==> src/rtl/led_target_demux.sv <==
// led_target_demux: routes one game target to one of 8 LEDs (registered 1:8
// demux), then times and judges the player's response on the matching buttons.
// Round flow: IDLE -> ARM -> LIT -> RESULT -> IDLE; every output is registered.
// Optional build macro AUTO_SEL_EN: the target index comes from an internal
// 8-bit Fibonacci LFSR (taps 8,6,5,4) instead of the sel input.
module led_target_demux #(
  parameter int ON_CYCLES = 1000,
  parameter int CNT_W     = 16
) (
  input  logic             clk,
  input  logic             rst,
  input  logic             start,
  input  logic [2:0]       sel,
  input  logic [7:0]       btn,
  output logic [7:0]       led,
  output logic [2:0]       tgt,
  output logic             busy,
  output logic             done,
  output logic             hit,
  output logic             miss,
  output logic [CNT_W-1:0] rt
);

  typedef enum logic [1:0] {
    IDLE   = 2'd0,
    ARM    = 2'd1,
    LIT    = 2'd2,
    RESULT = 2'd3
  } state_t;

  // Last count value before a silent round times out, and the reported timeout time.
  localparam logic [CNT_W-1:0] CNT_LAST = CNT_W'(ON_CYCLES - 1);
  localparam logic [CNT_W-1:0] CNT_FULL = CNT_W'(ON_CYCLES);

  state_t           state, state_nxt;
  logic [CNT_W-1:0] count, count_nxt;
  logic [7:0]       led_nxt;
  logic [2:0]       tgt_nxt;
  logic             busy_nxt;
  logic             done_nxt;
  logic             hit_nxt;
  logic             miss_nxt;
  logic [CNT_W-1:0] rt_nxt;
  logic [2:0]       sel_src;

  // One-hot decode of a 3-bit LED index.
  function automatic logic [7:0] onehot8(input logic [2:0] idx);
    return 8'b0000_0001 << idx;
  endfunction

`ifdef AUTO_SEL_EN
  logic [7:0] lfsr;
  logic       unused_sel;

  // Free-running target generator; the sel input is not consulted in this build.
  always_ff @(posedge clk) begin
    if (rst) begin
      lfsr <= 8'h01;
    end else begin
      lfsr <= {lfsr[6:0], lfsr[7] ^ lfsr[5] ^ lfsr[4] ^ lfsr[3]};
    end
  end

  assign sel_src    = lfsr[2:0];
  assign unused_sel = ^sel;
`else
  assign sel_src = sel;
`endif

  // State and output registers; reset also aborts a round in progress.
  always_ff @(posedge clk) begin
    if (rst) begin
      state <= IDLE;
      count <= '0;
      led   <= '0;
      tgt   <= '0;
      busy  <= 1'b0;
      done  <= 1'b0;
      hit   <= 1'b0;
      miss  <= 1'b0;
      rt    <= '0;
    end else begin
      state <= state_nxt;
      count <= count_nxt;
      led   <= led_nxt;
      tgt   <= tgt_nxt;
      busy  <= busy_nxt;
      done  <= done_nxt;
      hit   <= hit_nxt;
      miss  <= miss_nxt;
      rt    <= rt_nxt;
    end
  end

  // Next-state and next-output decisions for one round.
  always_comb begin
    state_nxt = state;
    count_nxt = count;
    led_nxt   = led;
    tgt_nxt   = tgt;
    busy_nxt  = busy;
    done_nxt  = 1'b0;
    hit_nxt   = hit;
    miss_nxt  = miss;
    rt_nxt    = rt;

    case (state)
      IDLE: begin
        busy_nxt = 1'b0;
        led_nxt  = '0;
        if (start) begin
          state_nxt = ARM;
          tgt_nxt   = sel_src;
          hit_nxt   = 1'b0;
          miss_nxt  = 1'b0;
          rt_nxt    = '0;
          busy_nxt  = 1'b1;
        end
      end

      ARM: begin
        // Buttons already held when the round starts must be released first.
        if (btn == 8'h00) begin
          state_nxt = LIT;
          led_nxt   = onehot8(tgt);
          count_nxt = '0;
        end
      end

      LIT: begin
        // Any press is judged before the timeout, so a press on the last cycle wins.
        if (btn != 8'h00) begin
          if (btn == onehot8(tgt)) begin
            hit_nxt = 1'b1;
          end else begin
            miss_nxt = 1'b1;
          end
          rt_nxt    = count;
          led_nxt   = '0;
          done_nxt  = 1'b1;
          state_nxt = RESULT;
        end else if (count == CNT_LAST) begin
          miss_nxt  = 1'b1;
          rt_nxt    = CNT_FULL;
          led_nxt   = '0;
          done_nxt  = 1'b1;
          state_nxt = RESULT;
        end else begin
          count_nxt = count + 1'b1;
        end
      end

      RESULT: begin
        state_nxt = IDLE;
        busy_nxt  = 1'b0;
        led_nxt   = '0;
      end

      default: begin
        state_nxt = IDLE;
        busy_nxt  = 1'b0;
        led_nxt   = '0;
      end
    endcase
  end

endmodule

==> config.mk <==
export PLATFORM = sky130hd
export DESIGN_NAME = led_target_demux
export DESIGN_NICKNAME = d
export VERILOG_FILES = /design/src/rtl/led_target_demux.sv
export SDC_FILE = /design/constraint.sdc
export NUM_CORES = 1
export LEC_CHECK = 0
export CAP_MARGIN = 20
export CORE_ASPECT_RATIO = 1.1
export CORE_UTILIZATION = 31
export CTS_CLUSTER_SIZE = 8
export DETAILED_ROUTE_END_ITERATION = 8
export GPL_ROUTABILITY_DRIVEN = 0
export PLACE_DENSITY = 0.54
export SLEW_MARGIN = 40
export SYNTH_ARGS = -nofsm -noshare
export SYNTH_HDL_FRONTEND = slang
export SYNTH_SLANG_ARGS = --single-unit
==> constraint.sdc <==
create_clock -name clk -period 1.8 [get_ports clk]
set_input_delay 0.45 -clock clk [delete_from_list [all_inputs] [get_ports clk]]
set_output_delay 0.45 -clock clk [all_outputs]
set_load 0.05 [all_outputs]
---- Yosys cells after proc, flatten, opt, wreduce, memory -nomap -nowiden ----
Cells that the tools add are included.
word-level totals
  bits in registers ....................... 49
  bits of input ports ..................... 14
  output and inout port bits .............. 31
operators by class
  add/sub/neg operators ................... 1
  equality and inequality tests ........... 13
  shift operators ......................... 1
  muxes and demuxes ....................... 29
  bitwise logic cells ..................... 1
  reduce and logical (&&, ||, !) cells .... 15
operators with widths
  operator                                         number
  two-way mux 16 bit                               6
  case mux 16 bit (2 select lines)                 2
  two-way mux 8 bit                                3
  case mux 8 bit (3 select lines)                  1
  adder 16 x 1 -> 16 bit, second input constant    1
  == test 16 x 10 -> 1 bit, second input constant  1
  inequality test 2 bit, second input constant     6
  AND reduction 4 bit                              3
  two-way mux 1 bit                                9
  == test 8 bit                                    1
  zero test 8 bit                                  1
  two-way mux 2 bit                                4
  case mux 2 bit (4 select lines)                  1
  nonzero test 8 bit                               1
  << shifter 1 x 3 -> 8 bit, first input constant  1
  inequality test 3 bit, second input constant     2
  case mux 1 bit (2 select lines)                  3
  AND reduction 3 bit                              2
  nonzero test 2 bit                               3
  == test 2 bit, second input constant             2
  AND reduction 2 bit                              2
  OR reduction 2 bit                               2
  == test 2 x 1 -> 1 bit, second input constant    1
  zero test 2 bit                                  1
  NOT 1 bit                                        1

---- Longest topological paths before layout ----
  depth in word-level cells ............... 5
  gate-level depth with buffers ........... 10

---- Worst setup path after synthesis ----
OpenSTA, ideal clock, no wires.
  path type ............................... register to register
  start point ............................. register count[0]
  end point ............................... register led[4]
  arrival ................................. 1.851 ns
  path slack .............................. -0.121 ns
  cell stages (with the launch flop) ...... 9
  cells stage by stage .................... dfxtp_1 > ha_1 > nor4bb_1 > and4_1 > buf_4 > o31ai_4 > buf_6 > or3_1 > a21oi_1
between the ends
  longest elaborated chain between the ends .. 3
ends and longest elaborated chain
  what                                    RTL line  text
  start, declared                         36        logic [CNT_W-1:0] count, count_nxt;
  start signal, assigned                  84        count <= count_nxt;
  == test 16 x 10 -> 1 bit                142       end else if (count == CNT_LAST) begin
  inequality test 3 bit (no source line)  n/a
  AND reduction 2 bit (no source line)    n/a
  end signal, assigned                    85        led <= led_nxt;
  end, declared                           15        output logic [7:0] led,
No other way between the ends.
A chain may end at the register's enable or synchronous reset.

---- Worst setup path in the final report ----
  start point ............................. register count[0]
  end point ............................... register led[0]
Same word-level chain as after synthesis.

==> results.cfg <==
[synthesis]
ys_ff_latch = 49
synth.top_cells.by_area = dfxtp_1, a21oi_1, nand2_1
netlist_top_cells_count = dfxtp_1, nand2_1, nor2_1
netlist.area_leader.share_pct = 41.9
async_reset_ff_share_pct = 0
syn_nets = 299
netlist_instances = 280
synth_top_area_cell = dfxtp_1
synth_top_flop_cell = dfxtp_1
avgSynthCellArea_sq_um = 8.37
syn_area_sq_um = 2340
synth_most_common_cell = dfxtp_1
synth.distinct_cells = 42
yosysSeqAreaShare_pct = 41.9
synth_edf_count = 0
yosysWarnings = 0

[finish]
fill_cells = 702
multiInputGateArea_sq_um = 1450
regArea_sq_um = 986
areaGrowthSynthToFinish_pct = 53.2
drive_above_1_share_pct = 37.1
finalNetCount = 398
antenna-diode-count = 0

[floorplanning]
core_area_sq_um = 7170
dieHeight_microns = 93.2
io_pins = 45
start_util_pct = 32.7
die_area_sq_um = 7910
die_w_microns = 84.9
rows = 32

[hold_path]
holdCritPathClass = register to register

[sta]
hold_viol = 0
worst_pin_slew_ns = 0.384
rsz0062_at_grt = true
whs_ns = 0.453
finalSetupTns_ns = -0.105
fmax_ghz = 0.537
relSlewSlack_pct = 74.4
skew_ns = 0.0105
slew_violations = 0
post-route-period-util_pct = 104
fin_ws_ns = -0.0636
finalCriticalPeriod_ns = 1.86
setup_viol = 2

[clock_tree]
root_buffer = clkbuf_8
holdBufCountCts = 0
cts-buffers-inserted = 5
cts_tree = built
clkTransAtPathRegs_ns = 0.08
clk_path_buf_depth = 2
h-tree-depth = 2
cts.sinks = 49
clk_latency_ns = 0.31

[power]
pwr-share-clk_pct = 22.9
vdd_drop_max_v = 0.000455
p_int_uw = 2230
cellPowerDensity_nw_per_um2 = 969
switchingPower_uw = 1250
p_seq_share_pct = 35.2
comb_power_share_pct = 41.9
power.leakage_uw = 0.00144
p_sw_share_pct = 36.0

[grt]
grt_first_pass_wirelength_microns = 9790
antenna_found_initial = 0
grtUsageTotal_pct = 15.7
overflow = 0
grt_max_degree = 26
grt_pass1_vias = 2127

[critical_path]
cp_max_fo = 10
crit_path_start_kind = register
cp.required_ns = 2.04
crit_type = register to register
crit_path_end_kind = register
crit_arrival_ns = 2.10

[route]
ant_nets = 0
drtIter0Drc = 81
via_count = 2276
drc = 0
firstDrtPassIters = 6
post_drt_wl_per_cell_microns = 12.5
vias_per_cell = 4.89
routed_wl_microns = 5810

[place]
dp_hpwl_microns = 4210
preCtsSetupSlack_ns = -0.655
portBuffers = 44

[status]
status = finished with violations
violations = negative setup slack

[run]
cap_violations = 0
## placed cells by master (no fill, tap or decap), types with 4 or more instances in the layout
cell / count
dfxtp_2: 4
inv_1: 5
a31oi_1: 4
or3_1: 5
buf_12: 6
a21oi_1: 24
buf_6: 5
xor2_1: 11
and3_1: 6
nand3_1: 16
clkdlybuf4s50_1: 5
clkbuf_8: 5
buf_4: 83
a2bb2oi_2: 6
nand2b_1: 6
nor2_1: 36
nand2_1: 36
dfxtp_1: 45
## worst paths after layout
path,startpoint,cells after the start,slack (ns),endpoint
worst min register to register,led[6],2,0.45,led[6]
worst max register to register,count[0],7,-0.06,led[0]
worst min-delay path,led[6],2,0.45,led[6]
worst max-delay path,count[0],7,-0.06,led[0]
## flip-flops by register name, summed over array words and instances, names as in the netlist
signal and count:
count 16, rt 16, led 8, tgt 3, state 2, busy 1, done 1, hit 1
miss 1
## power groups by stage
| stage | clock network, uW | logic (uW) | registers [uW] |
|---|---|---|---|
| global route | 868 | 1570 | 1240 |
| finish | 796 | 1460 | 1220 |
| global placement | 0 | 1310 | 1250 |
| floorplan | 0 | 643 | 1340 |
| CTS | 823 | 1340 | 1220 |
| detailed placement | 0 | 1320 | 1250 |
## per-layer routing
metal	global-route usage, %	vias to the layer above	part of all wire (%)
met5	0	-	0
met4	5.51	0	1.5
met3	3.44	7	2.6
met2	26.3	38	48
met1	19.8	1057	48
li1	-	1174	-
## layout make-up
class	count	area share (%)
Clock buffer	6	2.02
Clock inverter	2	1.08
Multi-Input combinational cell	211	40.3
Sequential cell	49	27.5
Timing Repair Buffer	107	25.6
Inverter	5	0.523
Tap cell	85	2.96
## kinds of logic (layout without fill, tap and decap cells)
| logic type | after synthesis | after routing | share of synthesized area [%] |
|---|---|---|---|
| compound gates | 58 | 58 | 17.2 |
| flops | 49 | 49 | 41.9 |
| buf+inv | 20 | 120 | 4.16 |
| fa+ha+maj | 5 | 5 | 2.67 |
| mux | 2 | 2 | 0.854 |
| xor+xnor | 14 | 14 | 5.23 |
| simple gates | 132 | 132 | 28.0 |
## through the flow
step / power [uW] / utilization (%) / instances / instance area (sq um)
6_report: 3480 / 50.1 / 465 / 3590
3_3_place_gp: 2550 / 45.3 / 451 / 3240
4_1_cts: 3390 / 47.9 / 461 / 3430
3_5_place_dp: 2560 / 45.3 / 451 / 3240
2_1_floorplan: 1990 / - / 280 / 2350
5_1_grt: 3670 / 50.1 / 465 / 3590
## worst max-delay path, stage by stage (launching register included)
cell	delay, ns
dfxtp_2	0.36
ha_4	0.14
nor4bb_4	0.18
and4_4	0.29
o31ai_4	0.08
buf_12	0.14
or4_4	0.47
a21oi_2	0.15
## what timing repair did
action / in CTS / in global routing
endpoints found under the setup margin: 43 / 41
setup buffers: 2 / 4
gates resized for setup: 19 / 34
pin swaps: 10 / 19
hold endpoints to repair: 0 / 0
(Power assumes the default switching activity.)
